### src/rtl/dsp_sys_arr_pkg.sv
// Shared types and helpers for the systolic-array PE datapath.
// Holds the FP32 format defaults and the floating-point error/special-case types.
package dsp_sys_arr_pkg;

  localparam int unsigned FP32_EXP_W   = 8;
  localparam int unsigned FP32_MNTSA_W = 23;

  typedef struct packed {
    logic invalid;
    logic overflow;
    logic underflow;
  } fp_err_t;

  // Special-case tag carried down the multiplier pipe next to the operands
  typedef enum logic [1:0] {
    SPC_NONE = 2'd0,
    SPC_ZERO = 2'd1,
    SPC_INF  = 2'd2,
    SPC_NAN  = 2'd3
  } fp_spc_t;

  function automatic int unsigned fp_bias(input int unsigned exp_w);
    return (32'd1 << (exp_w - 1)) - 32'd1;
  endfunction

endpackage

### src/rtl/fp_mul_pipe_round_norm.sv
// Final multiplier stage: normalise the mantissa product, round to nearest even,
// pack the result and raise the invalid/overflow/underflow flags.
module fp_round_norm
  import dsp_sys_arr_pkg::*;
#(
  parameter int unsigned EXP_W   = FP32_EXP_W,
  parameter int unsigned MNTSA_W = FP32_MNTSA_W
) (
  input  logic                         sign,
  input  logic [EXP_W+1:0]             exp_in,
  input  logic [2*MNTSA_W+1:0]         prod,
  input  fp_spc_t                      spc,
  output logic [EXP_W+MNTSA_W:0]       res_c,
  output fp_err_t                      err_c
);

  localparam int unsigned FLT_W = 1 + EXP_W + MNTSA_W;
  localparam int unsigned ES    = EXP_W + 2;
  localparam int unsigned PW    = 2 * (MNTSA_W + 1);
  localparam int unsigned NW    = PW - 1;
  localparam int unsigned MW1   = MNTSA_W + 1;
  localparam logic [ES-1:0]    EXP_MAX = ES'((32'd1 << EXP_W) - 32'd1);
  localparam logic [FLT_W-1:0] QNAN    = {1'b0, {EXP_W{1'b1}}, 1'b1, {(MNTSA_W-1){1'b0}}};

  logic [NW-1:0]      norm;
  logic [ES-1:0]      exp_n;
  logic [ES-1:0]      exp_f;
  logic [MNTSA_W-1:0] mant;
  logic               guard;
  logic               rnd;
  logic               sticky;
  logic               rnd_up;
  logic [MNTSA_W:0]   mant_r;
  logic               ovf;
  logic               unf;

  always_comb begin
    // Product lies in [1,4); drop the hidden one and align so the fraction starts at the top
    norm   = prod[PW-1] ? prod[NW-1:0] : {prod[NW-2:0], 1'b0};
    exp_n  = exp_in + ES'(prod[PW-1]);
    mant   = norm[NW-1 -: MNTSA_W];
    guard  = norm[MNTSA_W];
    rnd    = norm[MNTSA_W-1];
    sticky = |norm[MNTSA_W-2:0];
    rnd_up = guard && (rnd || sticky || mant[0]);
    mant_r = {1'b0, mant} + MW1'(rnd_up);
    // A carry out of the mantissa leaves an all-zero fraction, so only the exponent moves
    exp_f  = exp_n + ES'(mant_r[MNTSA_W]);
    ovf    = !exp_f[ES-1] && (exp_f >= EXP_MAX);
    unf    = exp_f[ES-1] || (exp_f == '0);

    res_c  = {sign, exp_f[EXP_W-1:0], mant_r[MNTSA_W-1:0]};
    err_c  = '0;
    case (spc)
      SPC_NAN: begin
        res_c         = QNAN;
        err_c.invalid = 1'b1;
      end
      SPC_INF:  res_c = {sign, {EXP_W{1'b1}}, {MNTSA_W{1'b0}}};
      SPC_ZERO: res_c = {sign, {(FLT_W-1){1'b0}}};
      default: begin
        if (ovf) begin
          res_c          = {sign, {EXP_W{1'b1}}, {MNTSA_W{1'b0}}};
          err_c.overflow = 1'b1;
        end else if (unf) begin
          res_c           = {sign, {(FLT_W-1){1'b0}}};
          err_c.underflow = 1'b1;
        end
      end
    endcase
  end

endmodule

### src/rtl/fp_mul_pipe.sv
// Three-stage parametrised floating-point multiplier with valid/ready handshake,
// per-result error flags and a sticky error register for the array controller.
module fp_mul_pipe
  import dsp_sys_arr_pkg::*;
#(
  parameter int unsigned EXP_W   = FP32_EXP_W,
  parameter int unsigned MNTSA_W = FP32_MNTSA_W,
  localparam int unsigned FLT_W  = 1 + EXP_W + MNTSA_W
) (
  input  logic             clk,
  input  logic             rst,
  input  logic             in_valid,
  output logic             in_ready,
  input  logic [FLT_W-1:0] in_a,
  input  logic [FLT_W-1:0] in_b,
  output logic             out_valid,
  input  logic             out_ready,
  output logic [FLT_W-1:0] out_data,
  output logic [2:0]       out_err,
  output logic [2:0]       sticky_err,
  input  logic             clr_sticky
);

  localparam int unsigned ES = EXP_W + 2;
  localparam int unsigned PW = 2 * (MNTSA_W + 1);
  localparam logic [ES-1:0] BIAS = ES'(fp_bias(EXP_W));

  logic en;

  logic [EXP_W-1:0]   ea;
  logic [EXP_W-1:0]   eb;
  logic [MNTSA_W-1:0] ma;
  logic [MNTSA_W-1:0] mb;
  logic               a_zero, a_inf, a_nan;
  logic               b_zero, b_inf, b_nan;
  logic [ES-1:0]      exp_sum_c;
  fp_spc_t            spc_c;

  logic               s1_valid;
  logic               s1_sign;
  logic [ES-1:0]      s1_exp;
  fp_spc_t            s1_spc;
  logic [MNTSA_W-1:0] s1_ma;
  logic [MNTSA_W-1:0] s1_mb;

  logic               s2_valid;
  logic               s2_sign;
  logic [ES-1:0]      s2_exp;
  fp_spc_t            s2_spc;
  logic [PW-1:0]      s2_prod;

  logic [FLT_W-1:0]   res_c;
  fp_err_t            err_c;

  // Whole pipe advances together whenever the output slot is free or being drained
  assign en       = !out_valid || out_ready;
  assign in_ready = en;

  // S1: operand classification and biased exponent sum
  always_comb begin
    ea     = in_a[FLT_W-2 -: EXP_W];
    eb     = in_b[FLT_W-2 -: EXP_W];
    ma     = in_a[MNTSA_W-1:0];
    mb     = in_b[MNTSA_W-1:0];
    a_zero = (ea == '0);
    b_zero = (eb == '0);
    a_inf  = (ea == '1) && (ma == '0);
    b_inf  = (eb == '1) && (mb == '0);
    a_nan  = (ea == '1) && (ma != '0);
    b_nan  = (eb == '1) && (mb != '0);
    exp_sum_c = ES'(ea) + ES'(eb) - BIAS;
    spc_c  = SPC_NONE;
    if (a_nan || b_nan || (a_inf && b_zero) || (b_inf && a_zero)) begin
      spc_c = SPC_NAN;
    end else if (a_inf || b_inf) begin
      spc_c = SPC_INF;
    end else if (a_zero || b_zero) begin
      spc_c = SPC_ZERO;
    end
  end

  always_ff @(posedge clk or posedge rst) begin
    if (rst) begin
      s1_valid <= 1'b0;
      s1_sign  <= 1'b0;
      s1_exp   <= '0;
      s1_spc   <= SPC_NONE;
      s1_ma    <= '0;
      s1_mb    <= '0;
      s2_valid <= 1'b0;
      s2_sign  <= 1'b0;
      s2_exp   <= '0;
      s2_spc   <= SPC_NONE;
      s2_prod  <= '0;
      out_valid <= 1'b0;
      out_data  <= '0;
      out_err   <= '0;
    end else if (en) begin
      s1_valid <= in_valid;
      s1_sign  <= in_a[FLT_W-1] ^ in_b[FLT_W-1];
      s1_exp   <= exp_sum_c;
      s1_spc   <= spc_c;
      s1_ma    <= ma;
      s1_mb    <= mb;

      // S2: full-width product of the significands with hidden ones restored
      s2_valid <= s1_valid;
      s2_sign  <= s1_sign;
      s2_exp   <= s1_exp;
      s2_spc   <= s1_spc;
      s2_prod  <= PW'({1'b1, s1_ma}) * PW'({1'b1, s1_mb});

      out_valid <= s2_valid;
      if (s2_valid) begin
        out_data <= res_c;
        out_err  <= err_c;
      end
    end
  end

  fp_round_norm #(
    .EXP_W   (EXP_W),
    .MNTSA_W (MNTSA_W)
  ) u_round_norm (
    .sign   (s2_sign),
    .exp_in (s2_exp),
    .prod   (s2_prod),
    .spc    (s2_spc),
    .res_c  (res_c),
    .err_c  (err_c)
  );

  // A flag delivered in the same cycle as a clear survives the clear
  always_ff @(posedge clk or posedge rst) begin
    if (rst) begin
      sticky_err <= '0;
    end else begin
      sticky_err <= (clr_sticky ? 3'b000 : sticky_err) | ((out_valid && out_ready) ? out_err : 3'b000);
    end
  end

endmodule

### config.mk
export PLATFORM = sky130hd
export DESIGN_NAME = fp_mul_pipe
export DESIGN_NICKNAME = d
export VERILOG_FILES = /design/src/rtl/dsp_sys_arr_pkg.sv /design/src/rtl/fp_mul_pipe_round_norm.sv /design/src/rtl/fp_mul_pipe.sv
export SDC_FILE = /design/constraint.sdc
export NUM_CORES = 2
export LEC_CHECK = 0
export BUFFER_PORTS_ARGS = -buffer_cell sky130_fd_sc_hd__buf_2
export CAP_MARGIN = 5
export CORE_MARGIN = 2
export CORE_UTILIZATION = 67
export CTS_CLUSTER_DIAMETER = 120
export DETAILED_ROUTE_END_ITERATION = 8
export HOLD_SLACK_MARGIN = 0.1
export PLACE_DENSITY_LB_ADDON = 0.1
export SLEW_MARGIN = 20
export SYNTH_ARGS = -nofsm -noshare
export SYNTH_HDL_FRONTEND = slang
export SYNTH_SLANG_ARGS = --single-unit
### constraint.sdc
create_clock -name clk -period 16.2 [get_ports clk]
set_clock_uncertainty 0.1 [all_clocks]
set_input_delay 3.24 -clock clk [delete_from_list [all_inputs] [get_ports clk]]
set_output_delay 3.24 -clock clk [all_outputs]
set_load 0.1 [all_outputs]
### Word level (Yosys, flattened, before mapping)

Cells that the tools add are included.

* bits of input ports: 69
* register bits: 161
* logic and storage cells: 73
* output and inout bits: 40

* reduce and logical (&&, ||, !) cells: 30
* multiply operators: 1
* eq/ne operators: 5
* $lt $le $gt $ge: 1
* add/subtract/negate cells: 5
* muxes and demuxes: 14
* bitwise logic cells: 2

Operators by type and width (number)
* 32-bit one-hot mux with 3 select lines: 1
* 31-bit two-way mux: 2
* 24-bit by 24-bit multiplier with 48-bit output: 1
* 47-bit two-way mux: 1
* 23-bit zero test: 2
* 23-bit nonzero test: 2
* 23-bit by 1-bit adder with 24-bit output: 1
* 22-bit OR reduction: 1
* 10-bit by 1-bit adder with 10-bit output: 2
* 8-bit equality test, second input constant: 2
* 8-bit zero test: 2
* 10-bit by 8-bit >= comparator with 1-bit output, second input constant: 1
* 10-bit zero test: 1
* 9-bit by 7-bit subtractor with 10-bit output, second input constant: 1
* 8-bit by 8-bit adder with 9-bit output: 1
* 1-bit logical AND: 9
* 1-bit logical OR: 9
* 2-bit two-way mux: 3
* 3-bit two-way mux: 2
* 1-bit two-way mux: 5
* 2-bit equality test, second input constant: 2
* 3-bit OR: 1
* 3-bit OR reduction: 1
* 2-bit by 1-bit equality test with 1-bit output, second input constant: 1
* other kinds (3): 4

### Logic depth before layout (Yosys ltp)

* word-level depth: 12
* gate-level depth with buffers: 26
* mapped depth without buffers: 24

### Modules after synthesis

A second synthesis with hierarchy kept.

* cell total of the unflattened synthesis: 3075
* area total of the unflattened synthesis: 27271.2 µm²

By module, submodules not included
* fp_mul_pipe: cells an instance 2808, times used 1, area each 25415.6 µm², sequential area each 4028.9 µm²
* fp_round_norm: cells an instance 267, times used 1, area each 1855.5 µm², sequential area each 0.0 µm²

### Least setup slack after synthesis

OpenSTA, ideal clock, no wires.

* kind: input to output
* from: input out_ready
* to: output in_ready
* data arrival time: 5.078 ns
* cell stages on the path: 6
* path buffers: 4
* data required time: 12.860 ns
* setup slack: 7.782 ns
* cells stage by stage: nor2b_1 > clkbuf_1 > inv_1 > clkbuf_1 > clkbuf_1 > buf_1

* cells in the longest elaborated chain, start to end: 1

Ends and longest elaborated chain
* start: declaration: RTL line fp_mul_pipe.sv:17 `input logic out_ready,`
* 1-bit logical OR: RTL line fp_mul_pipe.sv:56 `assign en = !out_valid || out_ready;`
* end: declaration: RTL line fp_mul_pipe.sv:13 `output logic in_ready,`

Every way passes these cells.

### Final worst setup path

* from: register s1_mb[12]
* to: register s2_prod[45]

* cells in the longest elaborated chain, start to end: 1

Ends and longest elaborated chain
* start: declaration: RTL line fp_mul_pipe.sv:44 `logic [MNTSA_W-1:0] s1_mb;`
* start signal: assignment: RTL line fp_mul_pipe.sv:104 `s1_mb <= mb;`
* 24-bit by 24-bit multiplier with 48-bit output: RTL line fp_mul_pipe.sv:111 `s2_prod <= PW'({1'b1, s1_ma}) * PW'({1'b1, s1_mb});`
* end signal: assignment: RTL line fp_mul_pipe.sv:111
* end: declaration: RTL line fp_mul_pipe.sv:50 `logic [PW-1:0] s2_prod;`

Every way passes these cells.
A chain may end at the register's enable or synchronous reset.

==> implementation parameters <==
Parameter                              Value

Finish
  Core Util, Final ... just over 70%
  Leading cell type in the layout, fill and taps excluded ... sky130_fd_sc_hd__inv_1
  Diode insertion count for antenna repair ... 0
  Layout overhead on the synthesized area ... 6.00%
  Fraction of final layout cells with drive strength greater than 1 ... just under 7%
  Area of the multi-input gates ... 19600 sq um
  Commonest cells after routing, fill and taps aside ... sky130_fd_sc_hd__inv_1 (610), sky130_fd_sc_hd__nand2_1 (518), sky130_fd_sc_hd__fa_1 (484), sky130_fd_sc_hd__and2_1 (262), sky130_fd_sc_hd__ha_1 (191)
  Fill count ... roughly 3000
  Nets ... roughly 3800
  Sequential cell area ... 4030 sq um

Worst setup path
  Critical Path End Type ... register
  FF-to-FF setup slack ... about 8000 ps
  Worst flop-to-flop path endpoint ... s2_prod[45]
  Data arrival time of the worst path ... between 8000 and 9000 ps
  Start-to-end type of the worst setup path ... register to register
  Cell depth of the worst flop-to-flop path ... 22
  Launching point of the worst reg2reg path ... s1_mb[12]
  Data required time of the worst path ... between 15000 and 20000 ps
  Maximum fanout encountered on the critical timing path ... 19
  Crit start category ... register

STA
  Maximum clock frequency ... roughly 120 MHz
  Setup repair after global routing missed its margin ... false
  Time the worst path needs with I/O delays and setup ... 8180 ps
  Sum of negative setup slack ... 0 ps
  Setup ws final ... approximately 8000 ps
  Total of endpoints with negative setup slack in the final report ... 0
  Share of the cycle needed by the critical path after routing ... 50.5%
  Actual transition at the worst max-transition pin ... between 1000 and 1500 ps
  Number of pins with negative max-slew slack in the final report ... 0
  Max-slew headroom at the worst pin ... between 10% and 20%
  Endpoints failing hold ... 0
  Final worst hold slack ... 370 ps

Yosys
  Sequential cell area fraction in the yosys report ... between 10% and 20%
  Ys Warns ... 0
  Seq cells post-synth ... 161
  Complex-gate fraction of the synthesized area ... about 6.6%
  Asr flop ratio synth ... 100%
  Largest family of logic cells by synthesized area ... adder cells
  Number of unique standard cell types used by synthesis ... slightly above 60
  Synthesized area divided by synthesized cell count ... between 8 and 9 sq um
  Number of enable flip-flop cells after synthesis ... 0
  Multiplexer share of the synthesized area ... 0.985%
  Area fraction in and, or, nand and nor cells after synthesis ... about 18%
  Synthesized-area fraction occupied by adder cells ... between 40% and 50%
  Predominant post-synthesis flop cell ... sky130_fd_sc_hd__dfrtp_1
  Synthesized Nets ... about 3700
  Fraction of synthesized cell area in xor and xnor cells ... about 2.7%
  Combined area of all synthesized cells ... roughly 26000 sq um
  Gate count of the mapped netlist ... 2992

Placement
  Placement Setup Slack ... roughly 8300 ps
  Number of buffer cells added on primary ports ... approximately 110
  Post-DP HPWL ... 55800 um
  Final weighted congestion in routability-driven placement ... a little under 1

Outcome
  Status ... finished clean

Clock network
  Post_cts resized ... 0
  Buffers from clock root to sink, at most ... 2
  CTS tree ... done
  Clock slew seen by the registers of the worst setup and hold paths ... roughly 70 ps
  Count of buffers added by post-CTS timing repair for setup ... 0
  Total of hold buffers inserted after clock tree synthesis ... 0
  Root cell of the clock tree ... sky130_fd_sc_hd__clkbuf_16
  H-Tree Depth ... 4
  Num CTS Buffers ... 17
  Number of sinks on the clock net ... 161
  Clock latency reported for the late side of the worst-skew pair ... between 400 and 500 ps

Drt
  Iteration count of the initial detailed-routing pass ... 5
  Vias ... 20800
  Average via count per standard cell ... 5.88
  1st-iter DRT viols ... 1596
  Wire per inst ... between 20 and 25 um
  Post-DRT Antenna Nets ... 0
  Sum of routed wire length over all layers ... between 70000 and 80000 um
  Residual DRC ... 0

Run
  Number of maximum-capacitance constraint violations ... 0

Floorplanning
  Die boundary width ... just over 200 um
  I/O pin count ... between 100 and 150
  Die height ... 203 um
  Core region area ... about 39000 sq um
  Die outline area ... slightly above 40000 sq um
  Row count ... 72
  Starting density of the core ... about two thirds

Global route
  Total grt overflow ... 0
  Largest net degree at the start of global routing ... 115
  Global-route wire length before repair ... approximately 120000 um
  Total routing resource utilization after global routing ... about 38%
  Antenna violations before repair ... 0
  Number of global-route vias before repair ... ~23000

Min path
  Hold path endpoint ... s1_mb[4]
  Hold path startpoint ... s1_mb[4]
  Tightest Hold Check Type ... register to register
  Depth of the worst hold-timing path ... 2
Yosys cell counts (all sizes together), types with 22 or more instances:
cell / n / area [sq um]
ha: 191 / 2390
and2: 262 / 1640
xnor2: 48 / 420
nand4: 23 / 159
nor2: 111 / 417
a22o: 22 / 193
xor2: 33 / 289
a21oi: 90 / 450
o21ai: 75 / 375
clkbuf: 136 / 510
inv: 612 / 2300
nand2: 518 / 1940
fa: 484 / 9690
nand3: 24 / 120
dfrtp: 161 / 4030
final cells by class:
type / instances / area share (%)
Timing Repair Buffer: 146 / 2.95
Sequential cell: 161 / 14.4
Clock inverter: 15 / 0.710
Multi-Input combinational cell: 2073 / 69.8
Clock buffer: 17 / 1.52
Inverter: 615 / 8.28
Tap cell: 518 / 2.31
routing by layer:
metal / vias to the layer above / wire [um] / global-route usage (%)
met2: 947 / 36000 / 63.1
met4: 0 / 3820 / 17.5
met5: - / 0 / 0
met3: 240 / 5830 / 5.96
li1: 9083 / - / -
met1: 10600 / 27500 / 48.4
worst max-delay path, cell delays in order, from the launching register on:
cell and delay [ps]:
sky130_fd_sc_hd__dfrtp_1 990, sky130_fd_sc_hd__inv_1 550, sky130_fd_sc_hd__nor2_1 300, sky130_fd_sc_hd__fa_1 420, sky130_fd_sc_hd__inv_1 80, sky130_fd_sc_hd__fa_1 400, sky130_fd_sc_hd__inv_1 90, sky130_fd_sc_hd__fa_1 460
sky130_fd_sc_hd__fa_1 590, sky130_fd_sc_hd__fa_1 440, sky130_fd_sc_hd__fa_1 550, sky130_fd_sc_hd__inv_1 90, sky130_fd_sc_hd__fa_1 490, sky130_fd_sc_hd__inv_1 50, sky130_fd_sc_hd__ha_1 350, sky130_fd_sc_hd__a21oi_1 280
sky130_fd_sc_hd__o21ai_0 180, sky130_fd_sc_hd__or4_1 590, sky130_fd_sc_hd__nor2_1 160, sky130_fd_sc_hd__nand3b_1 250, sky130_fd_sc_hd__nand2_1 140, sky130_fd_sc_hd__a311oi_1 320, sky130_fd_sc_hd__o32ai_1 140
state kept, by name, summed over array words and instances (netlist names):
name,flops
s1_valid,1
s1_spc,2
s1_mb,23
s1_ma,23
out_err,3
s2_sign,1
s1_sign,1
s1_exp,10
sticky_err,3
s2_spc,2
out_data,32
s2_valid,1
s2_prod,48
s2_exp,10
out_valid,1
logic make-up after synthesis:
logic type | after synthesis
and+or+nand+nor | 1013
buffers and inverters | 758
adders and majority gates | 675
AOI/OAI and AO/OA | 279
DFF | 161
xor gates and xnor gates | 81
muxes | 25
how the worst max path moves through the flow:
stage	from	end	slack, ps	cells after the start
after floorplan	out_ready	in_ready	7780	6
after global placement	out_ready	in_ready	8390	4
after detailed placement	s1_mb[12]	s2_prod[42]	8270	22
after CTS	s1_mb[12]	s2_prod[45]	8220	22
after global routing	s1_mb[12]	s2_prod[45]	7780	22
final	s1_mb[12]	s2_prod[45]	8020	22
through the flow:
step / instance area [sq um] / std cells
floorplan: 26400 / 2992
global placement: 27400 / 3513
detailed placement: 27400 / 3513
CTS: 28000 / 3545
global route: 28000 / 3545
finish: 28000 / 3545
Power is not shown: default switching activity piles up to over one toggle a cycle in this logic, so the estimate is an artifact.
